## config.mk

```make
export PLATFORM = sky130hd
export DESIGN_NAME = keypad_decoder_flat
export DESIGN_NICKNAME = d
export VERILOG_FILES = /design/src/rtl/keypad_decoder_if.sv /design/src/rtl/keypad_decoder.sv /design/src/flat_wrapper.sv
export SDC_FILE = /design/constraint.sdc
export NUM_CORES = 1
export LEC_CHECK = 0
export BUFFER_PORTS_ARGS = -buffer_cell sky130_fd_sc_hd__buf_2
export CORE_MARGIN = 3
export CORE_UTILIZATION = 51
export CTS_CLUSTER_DIAMETER = 50
export DETAILED_ROUTE_END_ITERATION = 12
export PLACE_DENSITY_LB_ADDON = 0.25
export SKIP_CTS_REPAIR_TIMING = 1
export SYNTH_ARGS = -nofsm -noshare
export SYNTH_HDL_FRONTEND = slang
export SYNTH_SLANG_ARGS = --single-unit
```

## constraint.sdc

```tcl
create_clock -name clk -period 2.7 [get_ports clk]
set_input_delay 0.405 -clock clk [delete_from_list [all_inputs] [get_ports clk]]
set_output_delay 0.405 -clock clk [all_outputs]
set_load 0.05 [all_outputs]
```

## src/rtl/keypad_decoder_if.sv

```systemverilog
// Keypad decoder bus: button pulses and key levels in, synthesizer control state out.
interface keypad_decoder_if #(
  parameter int NUM_KEYS = 13
);
  logic                octave_pulse;
  logic                mode_pulse;
  logic [NUM_KEYS-1:0] keys;
  logic [2:0]          octave;
  logic [1:0]          mode;
  logic [3:0]          note;
  logic                note_valid;
  logic                note_change;

  modport master (
    output octave_pulse, mode_pulse, keys,
    input  octave, mode, note, note_valid, note_change
  );

  modport slave (
    input  octave_pulse, mode_pulse, keys,
    output octave, mode, note, note_valid, note_change
  );
endinterface

```

## src/rtl/keypad_decoder.sv

```systemverilog
// Synth control state: wrapping octave counter, waveform mode FSM and a
// debounced, lowest-key-wins note with valid and change-pulse outputs.
module keypad_decoder #(
  parameter int NUM_KEYS      = 13,
  parameter int NUM_OCTAVES   = 5,
  parameter int STABLE_CYCLES = 8
) (
  input  logic             clk,
  input  logic             n_rst,
  keypad_decoder_if.slave  bus
);

  localparam int              CNT_W    = (STABLE_CYCLES > 2) ? $clog2(STABLE_CYCLES) : 1;
  localparam logic [CNT_W-1:0] CNT_MAX = CNT_W'(STABLE_CYCLES - 1);
  localparam logic [2:0]      OCT_LAST = 3'(NUM_OCTAVES - 1);

  typedef enum logic [1:0] {
    MODE_SQUARE   = 2'd0,
    MODE_SAW      = 2'd1,
    MODE_TRIANGLE = 2'd2,
    MODE_SINE     = 2'd3
  } mode_e;

  logic [2:0]       r_octave;
  mode_e            r_mode;
  logic [3:0]       r_cand_idx;
  logic             r_cand_vld;
  logic [CNT_W-1:0] r_cnt;
  logic [3:0]       r_note;
  logic             r_note_valid;
  logic             r_note_change;

  logic [3:0]       w_cand_idx;
  logic             w_cand_vld;
  logic             w_cand_same;
  logic             w_commit;
  logic [3:0]       w_new_note;
  logic             w_new_changed;

  // Priority encoder: scanning downward lets the lowest pressed key win a chord.
  always_comb begin
    w_cand_idx = 4'd0;
    w_cand_vld = 1'b0;
    for (int i = NUM_KEYS - 1; i >= 0; i--) begin
      if (bus.keys[i]) begin
        w_cand_idx = 4'(i);
        w_cand_vld = 1'b1;
      end else begin
        w_cand_idx = w_cand_idx;
        w_cand_vld = w_cand_vld;
      end
    end
  end

  // NONE is stored with index 0, so a plain compare of {vld, idx} suffices.
  always_comb begin
    w_cand_same   = ({w_cand_vld, w_cand_idx} == {r_cand_vld, r_cand_idx});
    w_commit      = w_cand_same && (r_cnt == CNT_MAX);
    w_new_note    = r_cand_vld ? r_cand_idx : r_note;
    w_new_changed = (r_cand_vld != r_note_valid) || (w_new_note != r_note);
  end

  // Octave counter, wraps after the last octave setting.
  always_ff @(posedge clk or negedge n_rst) begin
    if (!n_rst) begin
      r_octave <= 3'd0;
    end else if (bus.octave_pulse) begin
      r_octave <= (r_octave == OCT_LAST) ? 3'd0 : r_octave + 3'd1;
    end else begin
      r_octave <= r_octave;
    end
  end

  // Waveform mode state machine, one step per mode pulse.
  always_ff @(posedge clk or negedge n_rst) begin
    if (!n_rst) begin
      r_mode <= MODE_SQUARE;
    end else if (bus.mode_pulse) begin
      case (r_mode)
        MODE_SQUARE:   r_mode <= MODE_SAW;
        MODE_SAW:      r_mode <= MODE_TRIANGLE;
        MODE_TRIANGLE: r_mode <= MODE_SINE;
        MODE_SINE:     r_mode <= MODE_SQUARE;
        default:       r_mode <= MODE_SQUARE;
      endcase
    end else begin
      r_mode <= r_mode;
    end
  end

  // Debounce and commit; while saturated the same value re-commits silently.
  always_ff @(posedge clk or negedge n_rst) begin
    if (!n_rst) begin
      r_cand_idx    <= 4'd0;
      r_cand_vld    <= 1'b0;
      r_cnt         <= '0;
      r_note        <= 4'd0;
      r_note_valid  <= 1'b0;
      r_note_change <= 1'b0;
    end else if (!w_cand_same) begin
      r_cand_idx    <= w_cand_idx;
      r_cand_vld    <= w_cand_vld;
      r_cnt         <= '0;
      r_note_change <= 1'b0;
    end else if (!w_commit) begin
      r_cnt         <= r_cnt + {{(CNT_W-1){1'b0}}, 1'b1};
      r_note_change <= 1'b0;
    end else begin
      r_note        <= w_new_note;
      r_note_valid  <= r_cand_vld;
      r_note_change <= w_new_changed;
    end
  end

  assign bus.octave      = r_octave;
  assign bus.mode        = r_mode;
  assign bus.note        = r_note;
  assign bus.note_valid  = r_note_valid;
  assign bus.note_change = r_note_change;

endmodule

```

## src/flat_wrapper.sv

```systemverilog
// flat-port wrapper written by rule: the top's interface ports become plain ports
module keypad_decoder_flat 
#(
  parameter int NUM_KEYS      = 13,
  parameter int NUM_OCTAVES   = 5,
  parameter int STABLE_CYCLES = 8
)
  (clk, n_rst, bus_octave_pulse, bus_mode_pulse, bus_keys, bus_octave, bus_mode, bus_note, bus_note_valid, bus_note_change);
  keypad_decoder_if #(.NUM_KEYS(NUM_KEYS)) bus_i ();
  input  logic clk;
  input  logic n_rst;
  input wire logic [$bits(bus_i.octave_pulse)-1:0] bus_octave_pulse;
  input wire logic [$bits(bus_i.mode_pulse)-1:0] bus_mode_pulse;
  input wire logic [$bits(bus_i.keys)-1:0] bus_keys;
  output wire logic [$bits(bus_i.octave)-1:0] bus_octave;
  output wire logic [$bits(bus_i.mode)-1:0] bus_mode;
  output wire logic [$bits(bus_i.note)-1:0] bus_note;
  output wire logic [$bits(bus_i.note_valid)-1:0] bus_note_valid;
  output wire logic [$bits(bus_i.note_change)-1:0] bus_note_change;
  assign bus_i.octave_pulse = bus_octave_pulse;
  assign bus_i.mode_pulse = bus_mode_pulse;
  assign bus_i.keys = bus_keys;
  assign bus_octave = bus_i.octave;
  assign bus_mode = bus_i.mode;
  assign bus_note = bus_i.note;
  assign bus_note_valid = bus_i.note_valid;
  assign bus_note_change = bus_i.note_change;
  keypad_decoder #(.NUM_KEYS(NUM_KEYS), .NUM_OCTAVES(NUM_OCTAVES), .STABLE_CYCLES(STABLE_CYCLES)) u_core (.clk(clk), .n_rst(n_rst), .bus(bus_i));
endmodule
```

# [Yosys cells after proc, flatten, opt, wreduce, memory -nomap -nowiden]
# Index checks and enable logic that the tools add are counted.
[word_totals] register_bits=19 word_cells=56
[op_classes] muxes=33 addsub=2 reduce_logical=4 eq_ne=9
[op_table] cell="2-to-1 mux 4 bit" n=14
[op_table] cell="2-to-1 mux 1 bit" n=15
[op_table] cell="2-to-1 mux 3 bit" n=3
[op_table] cell="one-hot mux 2 bit (4 select lines)" n=1
[op_table] cell="adder 3 x 1 -> 3 bit (second input constant)" n=2
[op_table] cell="equality test 3 bit (second input constant)" n=2
[op_table] cell="equality test 5 bit" n=1
[op_table] cell="equality test 2 bit (second input constant)" n=2
[op_table] cell="inequality test 4 bit" n=1
[op_table] cell="equality test 2 x 1 -> 1 bit (second input constant)" n=1
[op_table] cell="logical NOT 2 bit" n=1
[op_table] cell="inequality test 2 bit (second input constant)" n=1
[op_table] cell="AND reduction 2 bit" n=1
[op_table] cell="logical AND 1 bit" n=1
[op_table] cell="logical OR 1 bit" n=1
[op_table] cell="inequality test 1 bit" n=1

# [Longest topological paths before layout]
[logic_depth] depth_word=17 ltp_mapped=9 mapped_depth_nobuf=7

# [Least setup slack after synthesis]
# OpenSTA, ideal clock, no wires.
[synth_path] kind="input to register" startpoint="input port bus_keys[0]" endpoint="register u_core.r_note[0] (netlist: u_core.bus.note[0])" slack_ns=0.053 setup_time_ns=0.125 path_stages=8 t_arrival_ns=2.522 n_path_buf=2 path_cell_list="nor4_1 a21boi_0 xor2_1 or4_1 buf_2 or3_1 buf_6 mux2_4"
[synth_via] elab_chain_len=4
[synth_lines] element="start, declared" line="flat_wrapper.sv:14" rtl="input wire logic [$bits(bus_i.keys)-1:0] bus_keys;"
[synth_lines] element="2-to-1 mux 4 bit / 2-to-1 mux 1 bit (equally long branches)" line="keypad_decoder.sv:45" rtl="if (bus.keys[i]) begin"
[synth_lines] element="equality test 5 bit *" line="keypad_decoder.sv:57" rtl="w_cand_same = ({w_cand_vld, w_cand_idx} == {r_cand_vld, r_cand_idx});"
[synth_lines] element="logical AND 1 bit" line="keypad_decoder.sv:58" rtl="w_commit = w_cand_same && (r_cnt == CNT_MAX);"
[synth_lines] element="AND reduction 2 bit (no source line) *"
[synth_lines] element="end signal, assigned" line="keypad_decoder.sv:109" rtl="r_note <= w_new_note;"
[synth_lines] element="end, declared" line="keypad_decoder.sv:29" rtl="logic [3:0] r_note;"
# Mark *: on every way between the ends. The rest lies on a longest branch, timed or not.
# A chain may end at the register's enable or synchronous reset.

# [Worst setup path in the final report]
[layout_path] startpoint="input port bus_keys[0]" endpoint="register u_core.r_note[2] (netlist: u_core.bus.note[2])"
# The elaborated chain is that of the path after synthesis.

==> metrics.cfg <==
[outcome]
status = finished clean

[pwr]
power_switching_w = 0.000367
power_density_nw_per_um2 = 647
power_frac_comb = 0.404
leakagePower_nw = 0.671
peakVddDrop_v = 0.000599
power_frac_clock = 0.167
switching_share = 0.429
internal-power_w = 0.000489
seqPwrFrac = 0.429

[critical_path]
cp_top_family = simple AND/OR/NAND/NOR gates
worstSetupPathType = in -> reg
crit_chain = buf_2 -> nor4_2 -> a21boi_0 -> xor2_1 -> or4_1 -> or3_1 -> mux2_4
end_kind = flip-flop
crit_arrival_ns = 2.72
cp-start-kind = primary input
cp_slowest_cell = or4_1
crit_path_max_incr_delay_ns = 0.52
cp.buffers_inverters = 1
cp_data_required_time_ns = 2.89
cp_max_fo = 5

[cells_and_area]
utilization = 0.668
drive_gt1_frac = 0.313
nNetsFinal = 168
diodes = 0
area_growth_pct = 21.9

[floorplan]
rows = 16
num_io_pins = 28
die_area_um2 = 2720
die-height_um = 52.1
die-width_um = 52.1
core_area_um2 = 1980
start_util = 0.548

[routing]
routed_via_density = 5.18
drt-wirelength-per-cell_um = 12.6
dr.first_iter.drc_count = 10
drtAntennaViolNets = 0
dr.pass1.iters = 4
drt-total-wl_um = 2150
drc = 0
vias = 886

[sta]
slew_headroom = 0.693
fmax_mhz = 395
hold_viol = 0
drv_slew = 0
fin_crit_sh = 0.937
skew_ns = 0.00455
worstMarginPinSlew_ns = 0.457
worst_hold_slack_ns = 0.0278
layout_min_cycle_time_ns = 2.53
finalSetupViolCount = 0
rsz0062_at_grt = no

[clock_tree]
cts-htree-levels = 1
root_buffer = clkbuf_4
cts_tree = yes
max-clock-path-buffers = 2
clock_latency_ns = 0.30
clk_pin_slew_ns = 0.11
cts_made_buffers = 3
clkSinkCount = 19

[synth]
yosysMostFrequentCell = dfrtp_1
syn_avg_cell_area_um2 = 10.1
syn_area_um2 = 1090
synth-edff-count = 0
yosys_warnings = 0
synth.top_cell.area_share = 0.438
syn-num-nets = 131
ys_ff_latch = 19
synthCells = 108
ys_types = 32
synth_flop_cell = dfrtp_1
synth-seq-area-share = 0.438
synth_common_cells = dfrtp_1 (19), o21ai_0 (11), inv_1 (9)
synth_top_cell_by_area = dfrtp_1
synthArstFlopShare = 1.00
synthTopCellsByArea = dfrtp_1 (44%), ha_1 (6.9%), mux2_4 (5.5%), o21ai_0 (5.1%), xnor2_1 (3.2%)

[run]
drv_cap = 0

[worst_hold_path]
hold_path_class = in -> async

[placement]
port_buffers = 27
dp_hpwl_um = 1710
gp_congestion = 0.765

[global_route]
grt_pass1_vias = 820
track_usage = 0.180
overflow = 0
antenna_found_initial = 0
grt_max_degree = 20
grt_pass1_wl_um = 3570

[area by class of cell]
cell class	count	area, um^2
Timing Repair Buffer	34	188
Fill cell	164	658
Clock buffer	4	26.3
Inverter	9	33.8
Multi-Input combinational cell	78	567
Sequential cell	19	475
Tap cell	27	33.8
[power groups by stage]
stage          combinational, W  clock, W  sequential (W)
3_3_place_gp           0.000332         0        0.000368
6_report               0.000346  0.000143        0.000368
4_1_cts                0.000348  0.000151        0.000368
3_5_place_dp           0.000348         0        0.000373
5_1_grt                0.000385  0.000161        0.000374
2_1_floorplan          0.000111         0        0.000501
[cell families after synthesis]
group / count (synthesis) / share of synthesized area
AOI/OAI and AO/OA: 21 / 0.134
xor gates and xnor gates: 6 / 0.0484
adders and majority gates: 6 / 0.0691
buffers and inverters: 11 / 0.0461
DFF: 19 / 0.438
muxes: 7 / 0.0830
and+or+nand+nor: 38 / 0.182
[final timing paths]
| kind | slack, ns | depth (start not counted) | to | from |
|---|---|---|---|---|
| max in group asynchronous | 2.37 | 1 | u_core.bus.octave[2] | n_rst |
| setup / recovery | 0.17 | 7 | u_core.bus.note[2] | bus_keys[0] |
| hold reg to reg | 0.53 | 1 | u_core.bus.octave[2] | u_core.bus.octave[2] |
| min in group clk | 0.31 | 2 | u_core.bus.mode[1] | bus_mode_pulse |
| hold / removal | 0.03 | 1 | u_core.r_cand_idx[3] | n_rst |
| setup reg to reg | 0.30 | 6 | u_core.bus.note[2] | u_core.r_cand_vld |
[per-layer routing]
layer	up-vias	GRT usage	routed length (um)	part of all wire
met5	-	0	0	0
met2	18	0.276	999	0.46
li1	455	-	-	-
met1	411	0.235	1010	0.47
met3	2	0.0602	126	0.059
met4	0	0.0681	17	0.0079
[per-stage QoR]
stage	instance area (um^2)	setup TNS, ns	setup WS (ns)	power, W	std cells
4_1_cts	1320	0	0.0252	0.000867	171
2_1_floorplan	1090	0	0.0529	0.000611	108
3_3_place_gp	1290	-0.771	-0.193	0.000700	167
5_1_grt	1320	0	0.0397	0.000920	171
3_5_place_dp	1290	-1.19	-0.300	0.000721	167
6_report	1320	0	0.169	0.000856	171
[cells in the final DEF, fill, tap and decap left out, drive strengths merged]
master	synthesis	layout
nor2b	3	3
and3	1	1
dfrtp	19	19
nor2	8	8
o21bai	1	1
nand4	1	1
mux2	4	4
o2111ai	1	1
xnor2	4	4
nor3	4	4
o21ai	12	12
a21boi	1	1
and2	2	2
or4	2	2
o22ai	1	1
mux2i	3	3
a21oi	2	2
ha	6	6
clkbuf	0	4
nor4	4	4
buf	2	34
a2111oi	1	1
or3	1	1
xor2	2	2
nand3	4	4
o311ai	1	1
inv	9	9
a311oi	1	1
nand2	8	8
[worst reg2reg max path, stage by stage, from the launching register on]
cell      delay (ns)
dfrtp_1         0.43
inv_1           0.07
o311ai_0        0.39
o21ai_0         0.14
or4_1           0.45
or3_1           0.46
mux2_4          0.34
[flip-flops by register name, indices dropped and copies added (netlist names)]
name	count
u_core.bus.mode	2
u_core.bus.note	4
u_core.bus.note_change	1
u_core.bus.note_valid	1
u_core.bus.octave	3
u_core.r_cand_idx	4
u_core.r_cand_vld	1
u_core.r_cnt	3
No activity file was read; power rests on OpenSTA's default activity.
